===== src/rtl/bluetooth_byte_rx_if.sv =====
// Serial receive bundle: line and rate select in, received byte and status pulses out.
interface bluetooth_byte_rx_if;
  logic       uart_rx;
  logic [2:0] baud_set;
  logic [7:0] data_byte;
  logic       rx_done;
  logic       frame_err;
  logic       uart_state;

  modport master (output uart_rx, baud_set, input data_byte, rx_done, frame_err, uart_state);
  modport slave  (input uart_rx, baud_set, output data_byte, rx_done, frame_err, uart_state);
endinterface


===== src/rtl/bluetooth_byte_rx.sv =====
// 8N1 UART byte receiver with selectable baud rate.
// Define BT_RX_MAJORITY_EN for 2-of-3 majority sampling around each bit target.
module bluetooth_byte_rx (
  input  logic                clk,
  input  logic                reset,
  bluetooth_byte_rx_if.slave  bus
);
  typedef enum logic [1:0] {S_IDLE, S_START, S_DATA, S_STOP} state_t;

  state_t      r_state;
  logic        r_sync1, r_sync2, r_sync3;
  logic [12:0] r_div;
  logic [12:0] r_bps;
  logic [2:0]  r_bit;
  logic [7:0]  r_shift;
  logic [7:0]  r_data;
  logic        r_done, r_ferr, r_busy;

  logic        w_fall;
  logic [12:0] w_half;
  logic        w_start_hit;
  logic        w_bit_hit;
  logic        w_smp;

  function automatic logic [12:0] bps_of(input logic [2:0] bs);
    case (bs)
      3'd1:    return 13'd2603;
      3'd2:    return 13'd1301;
      3'd3:    return 13'd867;
      3'd4:    return 13'd433;
      default: return 13'd5207;
    endcase
  endfunction

  assign w_fall = r_sync3 & ~r_sync2;
  assign w_half = {1'b0, r_bps[12:1]};

`ifdef BT_RX_MAJORITY_EN
  // Two prior samples; the decision clock supplies the third (target+1).
  logic [1:0] r_hist;

  always_ff @(posedge clk) begin
    if (reset) r_hist <= 2'b11;
    else       r_hist <= {r_hist[0], r_sync2};
  end

  assign w_start_hit = (r_div == w_half + 13'd1);
  assign w_bit_hit   = (r_div == r_bps + 13'd1);
  assign w_smp       = (r_hist[1] & r_hist[0]) | (r_hist[1] & r_sync2) | (r_hist[0] & r_sync2);
`else
  assign w_start_hit = (r_div == w_half);
  assign w_bit_hit   = (r_div == r_bps);
  assign w_smp       = r_sync2;
`endif

  always_ff @(posedge clk) begin
    if (reset) begin
      r_state <= S_IDLE;
      r_sync1 <= 1'b1;
      r_sync2 <= 1'b1;
      r_sync3 <= 1'b1;
      r_div   <= '0;
      r_bps   <= 13'd5207;
      r_bit   <= '0;
      r_shift <= '0;
      r_data  <= '0;
      r_done  <= 1'b0;
      r_ferr  <= 1'b0;
      r_busy  <= 1'b0;
    end else begin
      r_sync1 <= bus.uart_rx;
      r_sync2 <= r_sync1;
      r_sync3 <= r_sync2;
      r_done  <= 1'b0;
      r_ferr  <= 1'b0;
      case (r_state)
        S_IDLE: begin
          r_div <= '0;
          if (w_fall) begin
            r_state <= S_START;
            r_bps   <= bps_of(bus.baud_set);
            r_busy  <= 1'b1;
          end
        end
        S_START: begin
          if (w_start_hit) begin
            r_div <= '0;
            r_bit <= '0;
            if (!w_smp) begin
              r_state <= S_DATA;
            end else begin
              // Glitch shorter than half a bit: drop it silently.
              r_state <= S_IDLE;
              r_busy  <= 1'b0;
            end
          end else begin
            r_div <= r_div + 13'd1;
          end
        end
        S_DATA: begin
          if (w_bit_hit) begin
            r_div   <= '0;
            r_shift <= {w_smp, r_shift[7:1]};
            r_bit   <= r_bit + 3'd1;
            if (r_bit == 3'd7) r_state <= S_STOP;
          end else begin
            r_div <= r_div + 13'd1;
          end
        end
        S_STOP: begin
          if (w_bit_hit) begin
            // Leaving at mid stop bit leaves room to catch a back-to-back start edge.
            if (w_smp) begin
              r_data <= r_shift;
              r_done <= 1'b1;
            end else begin
              r_ferr <= 1'b1;
            end
            r_state <= S_IDLE;
            r_busy  <= 1'b0;
            r_div   <= '0;
          end else begin
            r_div <= r_div + 13'd1;
          end
        end
        default: begin
          r_state <= S_IDLE;
          r_busy  <= 1'b0;
          r_div   <= '0;
        end
      endcase
    end
  end

  assign bus.data_byte  = r_data;
  assign bus.rx_done    = r_done;
  assign bus.frame_err  = r_ferr;
  assign bus.uart_state = r_busy;
endmodule


===== src/flat_wrapper.sv =====
// flat-port wrapper written by rule: the top's interface ports become plain ports
module bluetooth_byte_rx_flat 
  (clk, reset, bus_uart_rx, bus_baud_set, bus_data_byte, bus_rx_done, bus_frame_err, bus_uart_state);
  bluetooth_byte_rx_if bus_i ();
  input  logic clk;
  input  logic reset;
  input wire logic [$bits(bus_i.uart_rx)-1:0] bus_uart_rx;
  input wire logic [$bits(bus_i.baud_set)-1:0] bus_baud_set;
  output wire logic [$bits(bus_i.data_byte)-1:0] bus_data_byte;
  output wire logic [$bits(bus_i.rx_done)-1:0] bus_rx_done;
  output wire logic [$bits(bus_i.frame_err)-1:0] bus_frame_err;
  output wire logic [$bits(bus_i.uart_state)-1:0] bus_uart_state;
  assign bus_i.uart_rx = bus_uart_rx;
  assign bus_i.baud_set = bus_baud_set;
  assign bus_data_byte = bus_i.data_byte;
  assign bus_rx_done = bus_i.rx_done;
  assign bus_frame_err = bus_i.frame_err;
  assign bus_uart_state = bus_i.uart_state;
  bluetooth_byte_rx u_core (.clk(clk), .reset(reset), .bus(bus_i));
endmodule

===== config.mk =====
export PLATFORM = sky130hd
export DESIGN_NAME = bluetooth_byte_rx_flat
export DESIGN_NICKNAME = d
export VERILOG_FILES = /design/src/rtl/bluetooth_byte_rx_if.sv /design/src/rtl/bluetooth_byte_rx.sv /design/src/flat_wrapper.sv
export SDC_FILE = /design/constraint.sdc
export NUM_CORES = 1
export LEC_CHECK = 0
export ABC_AREA = 1
export CORE_MARGIN = 1.5
export CORE_UTILIZATION = 50
export CTS_CLUSTER_SIZE = 24
export DETAILED_ROUTE_END_ITERATION = 8
export GPL_TIMING_DRIVEN = 1
export PLACE_DENSITY = 0.69
export SLEW_MARGIN = 20
export SYNTH_ARGS = -nofsm -noshare
export SYNTH_HDL_FRONTEND = slang
export SYNTH_SLANG_ARGS = --single-unit

===== constraint.sdc =====
create_clock -name clk -period 2.4 [get_ports clk]
set_input_delay 0.48 -clock clk [delete_from_list [all_inputs] [get_ports clk]]
set_output_delay 0.48 -clock clk [all_outputs]
set_load 0.05 [all_outputs]

Word level (Yosys, flattened, before mapping) --
Index checks and enable logic that the tools add are counted.
Cells by class: add/subtract/negate cells 2, equal/unequal tests 16, multiplexer cells 21, bitwise gates (word level) 4, reductions and logical operators 11
Operator list (number):
- $pmux W13 S4 | 1
- $pmux W13 S3 | 1
- $mux W13 | 2
- $add A13 B1 Y13 const B | 1
- $eq A13 B12 Y1 | 1
- $eq A13 B13 Y1 | 1
- $mux W2 | 6
- $ne A2 B1 Y1 const B | 6
- $reduce_and A5 Y1 | 2
- $pmux W2 S4 | 1
- $eq A3 B2 Y1 const B | 2
- $eq A3 B3 Y1 const B | 2
- $mux W1 | 6
- $mux W3 | 2
- $pmux W3 S2 | 1
- $reduce_and A3 Y1 | 2
- $eq A2 B2 Y1 const B | 2
- $reduce_and A2 Y1 | 2
- $add A3 B1 Y3 const B | 1
- $eq A3 B1 Y1 const B | 1
- $not A1 Y1 | 3
- $pmux W1 S3 | 1
- $reduce_bool A3 Y1 | 1
- $reduce_or A3 Y1 | 1
- 5 further kinds | 5
Storage, ports and cells: register bits 53, output and inout bits 11, word-level logic and storage cells 66

Logic depth before layout (Yosys ltp) --
Gate-level depths: netlist of run 1.
depth in word-level cells 4, gate-level depth with buffers 15, mapped depth without buffers 14

Least setup slack after synthesis of run 1 --
No wires, ideal clock.
path type register to register, start point register u_core.r_state[0], end point register u_core.r_bps[6], data arrival time 1.487 ns, required time 2.269 ns, slack 0.782 ns, cell stages (with the launch flop) 10, cells stage by stage dfxtp_1 -> inv_1 -> ha_1 -> inv_1 -> nor3_2 -> inv_2 -> nor2_1 -> inv_1 -> a22oi_1 -> nand3_1
Between the ends: longest elaborated chain between the ends 2
Ends and longest elaborated chain:
- from (decl) | RTL line bluetooth_byte_rx.sv:10 | state_t r_state;
- from (signal assigned) | RTL line bluetooth_byte_rx.sv:58 | r_state <= S_IDLE;
- from (signal assigned) | RTL line bluetooth_byte_rx.sv:80 | r_state <= S_START;
- from (signal assigned) | RTL line bluetooth_byte_rx.sv:90 | r_state <= S_DATA;
- $logic_not A2 Y1 | RTL line bluetooth_byte_rx.sv:76 | case (r_state)
- $reduce_and A2 Y1 (no source line)
- to (signal assigned) | RTL line bluetooth_byte_rx.sv:81 | r_bps <= bps_of(bus.baud_set);
- to (decl) | RTL line bluetooth_byte_rx.sv:13 | logic [12:0] r_bps;
Every way passes these cells. A chain may end at the register's enable or synchronous reset.

Worst setup path in the final report of run 1 --
start point register u_core.r_data[1], in the netlist u_core.bus.data_byte[1], end point output bus_data_byte[1]
RTL lines:
- from (decl) | RTL line bluetooth_byte_rx.sv:16 | logic [7:0] r_data;
- from (signal assigned) | RTL line bluetooth_byte_rx.sv:114 | r_data <= r_shift;
- to (decl) | RTL line flat_wrapper.sv:9 | output wire logic [$bits(bus_i.data_byte)-1:0] bus_data_byte;
No word-level cell between the ends.

==> flow_summary_export.csv, run 1 <==
group,metric,value,unit
yosys,synthFlopType,"dfxtp_1",
power,p_int,1.34,mW
yosys,synth-seq-area-share,39.5,%
route,drt_drc_violations_left,0,
yosys,synth_top_family_by_area,"simple AND/OR/NAND/NOR gates",
yosys,synth_compound_area_share,11.0,%
global_route,antenna_found_initial,0,
worst_setup_path,end_kind,"output pin",
yosys,synthesis.area,2540,µm²
worst_setup_path,crit_arrival,1.46,ns
sta,post-route-period-util,80.8,%
yosys,muxShareOfSynthArea,0,%
hold_path,hold_class,"flop to flop",
clocking,clock-root-buffer,"clkbuf_8",
global_route,grt_use_total,21.0,%
route,drtIter0Drc,139,
clocking,clkTransAtPathRegs,0.10,ns
power,switching_share,31.4,%
clocking,numCtsBuffers,5,
route,drtAntennaViolNets,0,
yosys,synth_xor_area_share,3.45,%
global_route,grt_pass1_wl,8.96,mm
sta,worst_slew_pin_slew,0.504,ns
global_route,grt_max_degree,22,
sta,slew_viol_final,0,
worst_setup_path,crit_fanout,2,
floorplanning,start_util,52.6,%
clocking,clk_latency,0.30,ns
sta,tns,0,ns
finish,drive_above_1_share,10.6,%
power,leakagePower,1.18,nW
power,powerDensity,683,nW/µm²
yosys,synth_fa_ha_area_share,3.45,%
worst_setup_path,cpPeakStageDelay,0.81,ns
worst_setup_path,path_class,"flop to output pin",
yosys,synth_nets,373,
placement,port_buffers,16,
power,power_switching,0.617,mW
floorplanning,ioPinCount,17,
finish,fin_nets,391,
yosys,syn_area_per_cell,7.04,µm²
yosys,synth.distinct_cells,33,
yosys,yosysTopAreaCell,"dfxtp_1",
global_route,grt_pass1_vias,1954,
yosys,async_flop_share,0,%
yosys,synth_top_area_share,39.5,%
sta,clock.fmax,0.516,GHz
worst_setup_path,crit_chain,"clkdlybuf4s50_1",
sta,fin_crit,1.94,ns
yosys,synth_edf_count,0,
clocking,cts_tree,"yes",
yosys,ys_ff_latch,50,
route,vias,2191,
finish,syn_to_final_growth,13.2,%
finish,fin_cells,446,
floorplanning,die-area,5510,µm²
floorplanning,die_w,74.2,µm
worst_setup_path,start_kind,"flop",
yosys,synthTopCellsByCount,"88 x nand2_1, 50 x dfxtp_1, 47 x nor2_1",
floorplanning,core_region_area,4820,µm²
yosys,yosys-top-cells-area,"dfxtp_1 39%, nand2_1 13%, nor2_1 7.0%, inv_1 5.9%, a21oi_1 4.3%",
route,post_drt_wl_per_cell,11.7,µm
route,routed_wl,5.20,mm
route,via_per_inst,4.91,
status,status,"finished clean",
power,ir_drop,0.000449,V
clocking,hold_buffers,0,
worst_setup_path,required,1.92,ns
placement,dp_cells,438,
worst_setup_path,critPathTopFamily,"buffers and inverters",
yosys,synth_cells,360,
power,p_clk_share,31.0,%
floorplanning,core.rowCount,25,
route,drt-pass1-iter-count,4,
yosys,synth-simple-area-share,33.5,%
worst_setup_path,crit_buf_inv,1,
worst_setup_path,r2r_slack,0.58,ns
power,p_seq_share,46.9,%
sta,hold_violations,0,
clocking,post_cts_buffers,0,
finish,finish.utilization,59.6,%
sta,slew_headroom,66.3,%
power,p_total,1.96,mW
global_route,grt.overflow.total,0,
placement,dp_hpwl,4.01,mm
floorplanning,die_h,74.2,µm
power,p_comb_share,22.1,%
clocking,clock_sinks,50,
placement,gp_congestion,0.958,
sta,setup-violations-final,0,
sta,grt_setup_unrepaired,"false",
yosys,yosysWarnings,0,
sta,finalClockSkew,0.0104,ns
flow_run,cap_viol_max_count,0,
finish,num_antenna_cells,0,
clocking,cts.htree.levels,2,
clocking,clockBufferDepth,2,
worst_setup_path,slowest_stage,"clkdlybuf4s50_1",
clocking,cts_resized,0,
yosys,synth.most_common_cell,"nand2_1",
-- layer usage --
| layer | vias to the layer above | global-route usage, % | part of all wire, % |
|---|---|---|---|
| met3 | 5 | 5.01 | 6.1 |
| met2 | 55 | 30.3 | 41 |
| li1 | 1171 | - | - |
| met4 | 0 | 6.06 | 0.87 |
| met1 | 960 | 31.2 | 52 |
| met5 | - | 0 | 0 |
-- cells in the final DEF, fill, tap and decap left out, drive strengths merged, types with 7 or more instances in the layout --
cell type,count
inv,50
a21oi,22
nand2,93
nand3,17
dfxtp,50
clkdlybuf4s50,16
nor2,53
nor3,8
ha,7
o21ai,22
nand4,7
-- through the flow --
step / setup slack, ns / area (µm²) / hold slack [ns]
after global routing: 0.369 / 2870 / 0.454
after CTS: 0.451 / 2870 / 0.427
final: 0.462 / 2870 / 0.419
after global placement: 0.594 / 2760 / 0.401
after floorplan: 0.782 / 2540 / 0.389
after detailed placement: 0.583 / 2760 / 0.413
-- cells by family (layout without fill, tap and decap cells) --
kind of cell / Yosys count / count (layout)
flops: 50 / 50
fa+ha+maj: 7 / 7
compound gates: 52 / 52
simple gates: 184 / 184
buf+inv: 57 / 76
xor+xnor: 10 / 10
-- path summary, 6_finish.rpt --
path | from | to | depth (start not counted)
max | u_core.bus.data_byte[1] | bus_data_byte[1] | 1
min reg2reg | u_core.r_sync1 | u_core.r_sync2 | 1
min | u_core.r_sync1 | u_core.r_sync2 | 1
max reg2reg | u_core.r_bps[11] | u_core.r_div[8] | 11
-- power groups by stage --
| stage | clock, mW | combinational, mW | sequential (mW) |
|---|---|---|---|
| 2_1_floorplan | 0 | 0.320 | 0.951 |
| 3_3_place_gp | 0 | 0.427 | 0.936 |
| 3_5_place_dp | 0 | 0.431 | 0.937 |
| 4_1_cts | 0.619 | 0.434 | 0.919 |
| 5_1_grt | 0.654 | 0.493 | 0.925 |
| 6_report | 0.607 | 0.434 | 0.920 |
-- area by class of cell --
class / instances / area, µm²
fill: 475 / 1950
multi-input combinational: 253 / 1300
sequential: 50 / 1000
inverter: 49 / 184
timing repair buffer: 19 / 183
tap: 67 / 83.8
clock buffer: 5 / 68.8
clock inverter: 3 / 47.5
-- sequential cells by signal, indices dropped and copies added (netlist names), named ones only --
name	flops
u_core.bus.data_byte	8
u_core.bus.frame_err	1
u_core.bus.rx_done	1
u_core.bus.uart_state	1
u_core.r_bit	3
u_core.r_bps	10
u_core.r_div	13
u_core.r_shift	8
u_core.r_state	1
u_core.r_sync1	1
u_core.r_sync2	1
u_core.r_sync3	1
-- worst register-to-register path: cells and delay by family (launching register included) --
family	cells	cell delay, ns
buf+inv	1	0.10
flops	1	0.47
simple gates	10	1.12
No activity file was read; power rests on OpenSTA's default activity.
==> inputs of run 2 (changes only) <==
- PLACE_DENSITY: 0.69 -> 0.72
- clock period: 2.4 -> 1.7 ns (I/O delays scaled with it)
==> run 2 against run 1 <==
Against the previous run:
- sequential power rose by 39%
- core utilization increased by 7.6 points
- design area grew 13%
==> flow_summary_export.csv, run 2 (synthesized netlist as in run 1, its figures left out) <==
group,metric,value,unit
floorplanning,die_w,74.2,µm
flow_run,cap_viol_max_count,0,
placement,placed_area,2860,µm²
route,via_per_inst,5.15,
clocking,hold_buffers,0,
placement,dp_hpwl,4.46,mm
global_route,antenna_found_initial,0,
finish,syn_to_final_growth,27.6,%
floorplanning,ioPinCount,17,
global_route,grt.overflow.total,0,
finish,final_cell_mix,"74 x nand2_1, 43 x buf_4, 42 x nor2_1",
clocking,clkTransAtPathRegs,0.10,ns
finish,layout_commonest_cell,"nand2_1",
sta,slew_headroom,74.9,%
finish,fillers,425,
hold_path,holdPathStages,1,
worst_setup_path,crit_arrival,1.88,ns
floorplanning,core.rowCount,25,
hold_path,hold_class,"flop to flop",
hold_path,whs_endpoint,"u_core.r_sync2",
worst_setup_path,required,1.91,ns
floorplanning,core_region_area,4820,µm²
worst_setup_path,crit_fanout,5,
route,vias,2448,
hold_path,hold_path_startpoint,"u_core.r_sync1",
route,routed_wl,6.29,mm
sta,slew_viol_final,0,
sta,finalClockSkew,0.00717,ns
worst_setup_path,ff2ff_path_depth,11,
route,post_drt_wl_per_cell,13.2,µm
finish,final_area,3240,µm²
worst_setup_path,end_kind,"flop",
worst_setup_path,r2r_slack,0.04,ns
power,powerDensity,871,nW/µm²
finish,top_register,"u_core.r_div",
sta,fin_crit,1.66,ns
worst_setup_path,path_class,"flop to flop",
clocking,clock-root-buffer,"clkbuf_8",
clocking,clk_latency,0.31,ns
finish,drive_above_1_share,32.8,%
finish,multi_input_area,1440,µm²
clocking,cts_tree,"yes",
route,drt-pass1-iter-count,5,
global_route,grt_max_degree,19,
worst_setup_path,worstReg2RegStart,"u_core.r_bps[11]",
finish,largest_reg_flops,13,
clocking,cts.htree.levels,2,
global_route,grt_pass1_vias,2149,
worst_setup_path,r2r-end,"u_core.r_state[0]",
route,drtIter0Drc,247,
clocking,clockBufferDepth,2,
sta,setup-violations-final,0,
sta,hold_violations,0,
sta,clock.fmax,0.602,GHz
finish,fin_nets,420,
global_route,grt_pass1_wl,9.69,mm
clocking,numCtsBuffers,5,
finish,num_antenna_cells,0,
sta,post-route-period-util,97.8,%
sta,timing.final.ws_setup,0.0377,ns
finish,top_regs,"u_core.r_div x13, u_core.r_bps x10",
sta,worst_slew_pin_slew,0.373,ns
route,drt_drc_violations_left,0,
floorplanning,start_util,52.6,%
finish,finish.utilization,67.2,%
floorplanning,die-area,5510,µm²
worst_setup_path,start_kind,"flop",
power,ir_drop,0.000512,V
placement,dpl_worst_slack,-0.121,ns
global_route,grt_use_total,23.0,%
finish,seq_area,1050,µm²
placement,port_buffers,16,
power,leakagePower,1.37,nW
placement,gp_congestion,0.967,
status,status,"finished clean",
route,drtAntennaViolNets,0,
sta,grt_setup_unrepaired,"true",
clocking,clock_sinks,50,
floorplanning,die_h,74.2,µm
run 2: cell count changes in the layout (fill, tap and decap cells not counted), moves of 10 or more:
cell,delta
dfxtp_1,-21
dfxtp_4,+11
nand2_1,-14
dfxtp_2,+10
buf_4,+40
clkdlybuf4s50_1,-11
run 2: cell type report:
cell class | instances | share of cell area [%]
clock buffers | 5 | 2.13
flip-flops and latches | 50 | 32.6
repair buffers | 48 | 11.5
well taps | 67 | 2.59
inverters | 49 | 5.91
clock inverters | 3 | 0.889
multi-input cells | 253 | 44.4
run 2: worst max-delay path, stage by stage, from the launching register on:
cell and delay, ns:
dfxtp_4 0.39, buf_4 0.14, xnor2_1 0.21, nand3_1 0.10, nor2_1 0.10, nand2_1 0.08, nand2_2 0.12, nand2_4 0.08
nor2_4 0.15, nand3_2 0.08, nand2_2 0.08, a21oi_2 0.03
run 2: worst max-delay path by stage:
| stage | startpoint | end | slack, ns |
|---|---|---|---|
| 6_report | u_core.r_bps[11] | u_core.r_state[0] | 0.04 |
| 5_1_grt | u_core.r_bps[11] | flop | -0.07 |
| 4_1_cts | u_core.r_div[0] | u_core.r_div[12] | 0.004 |
| 3_5_place_dp | u_core.r_div[0] | u_core.r_div[12] | -0.12 |
| 3_3_place_gp | u_core.r_div[1] | u_core.r_div[12] | -0.04 |
| 2_1_floorplan | u_core.r_state[0] | u_core.r_bps[6] | 0.08 |
run 2: what timing repair did:
| action | in CTS | in global routing |
|---|---|---|
| cloned | 0 | 0 |
| resized for setup | 8 | 70 |
| pin swaps | 2 | 26 |
| buffers inserted | 1 | 11 |
| setup endpoints to repair | 19 | 39 |
run 2: report_power, final:
part	switching [mW]	internal [mW]	total, mW
clock network	0.449	0.309	0.758
logic	0.486	0.294	0.780
registers	0.0564	1.23	1.28
run 2: metal layers:
metal / wire length [µm] / global-route usage (%) / vias up
met5: 0 / 0 / -
met4: 167 / 9.09 / 0
met3: 394 / 4.88 / 17
met2: 2910 / 35.2 / 94
met1: 2820 / 31.7 / 1102
li1: - / - / 1235
run 2: stage by stage:
step | hold slack, ns | setup TNS, ns | cells | total power, mW
final | 0.420 | 0 | 475 | 2.82
after global routing | 0.439 | -0.590 | 475 | 2.98
after CTS | 0.422 | 0 | 464 | 2.74
after detailed placement | 0.396 | -0.452 | 455 | 1.98
after global placement | 0.399 | -0.220 | 455 | 1.97
after floorplan | 0.389 | 0 | 360 | 1.79
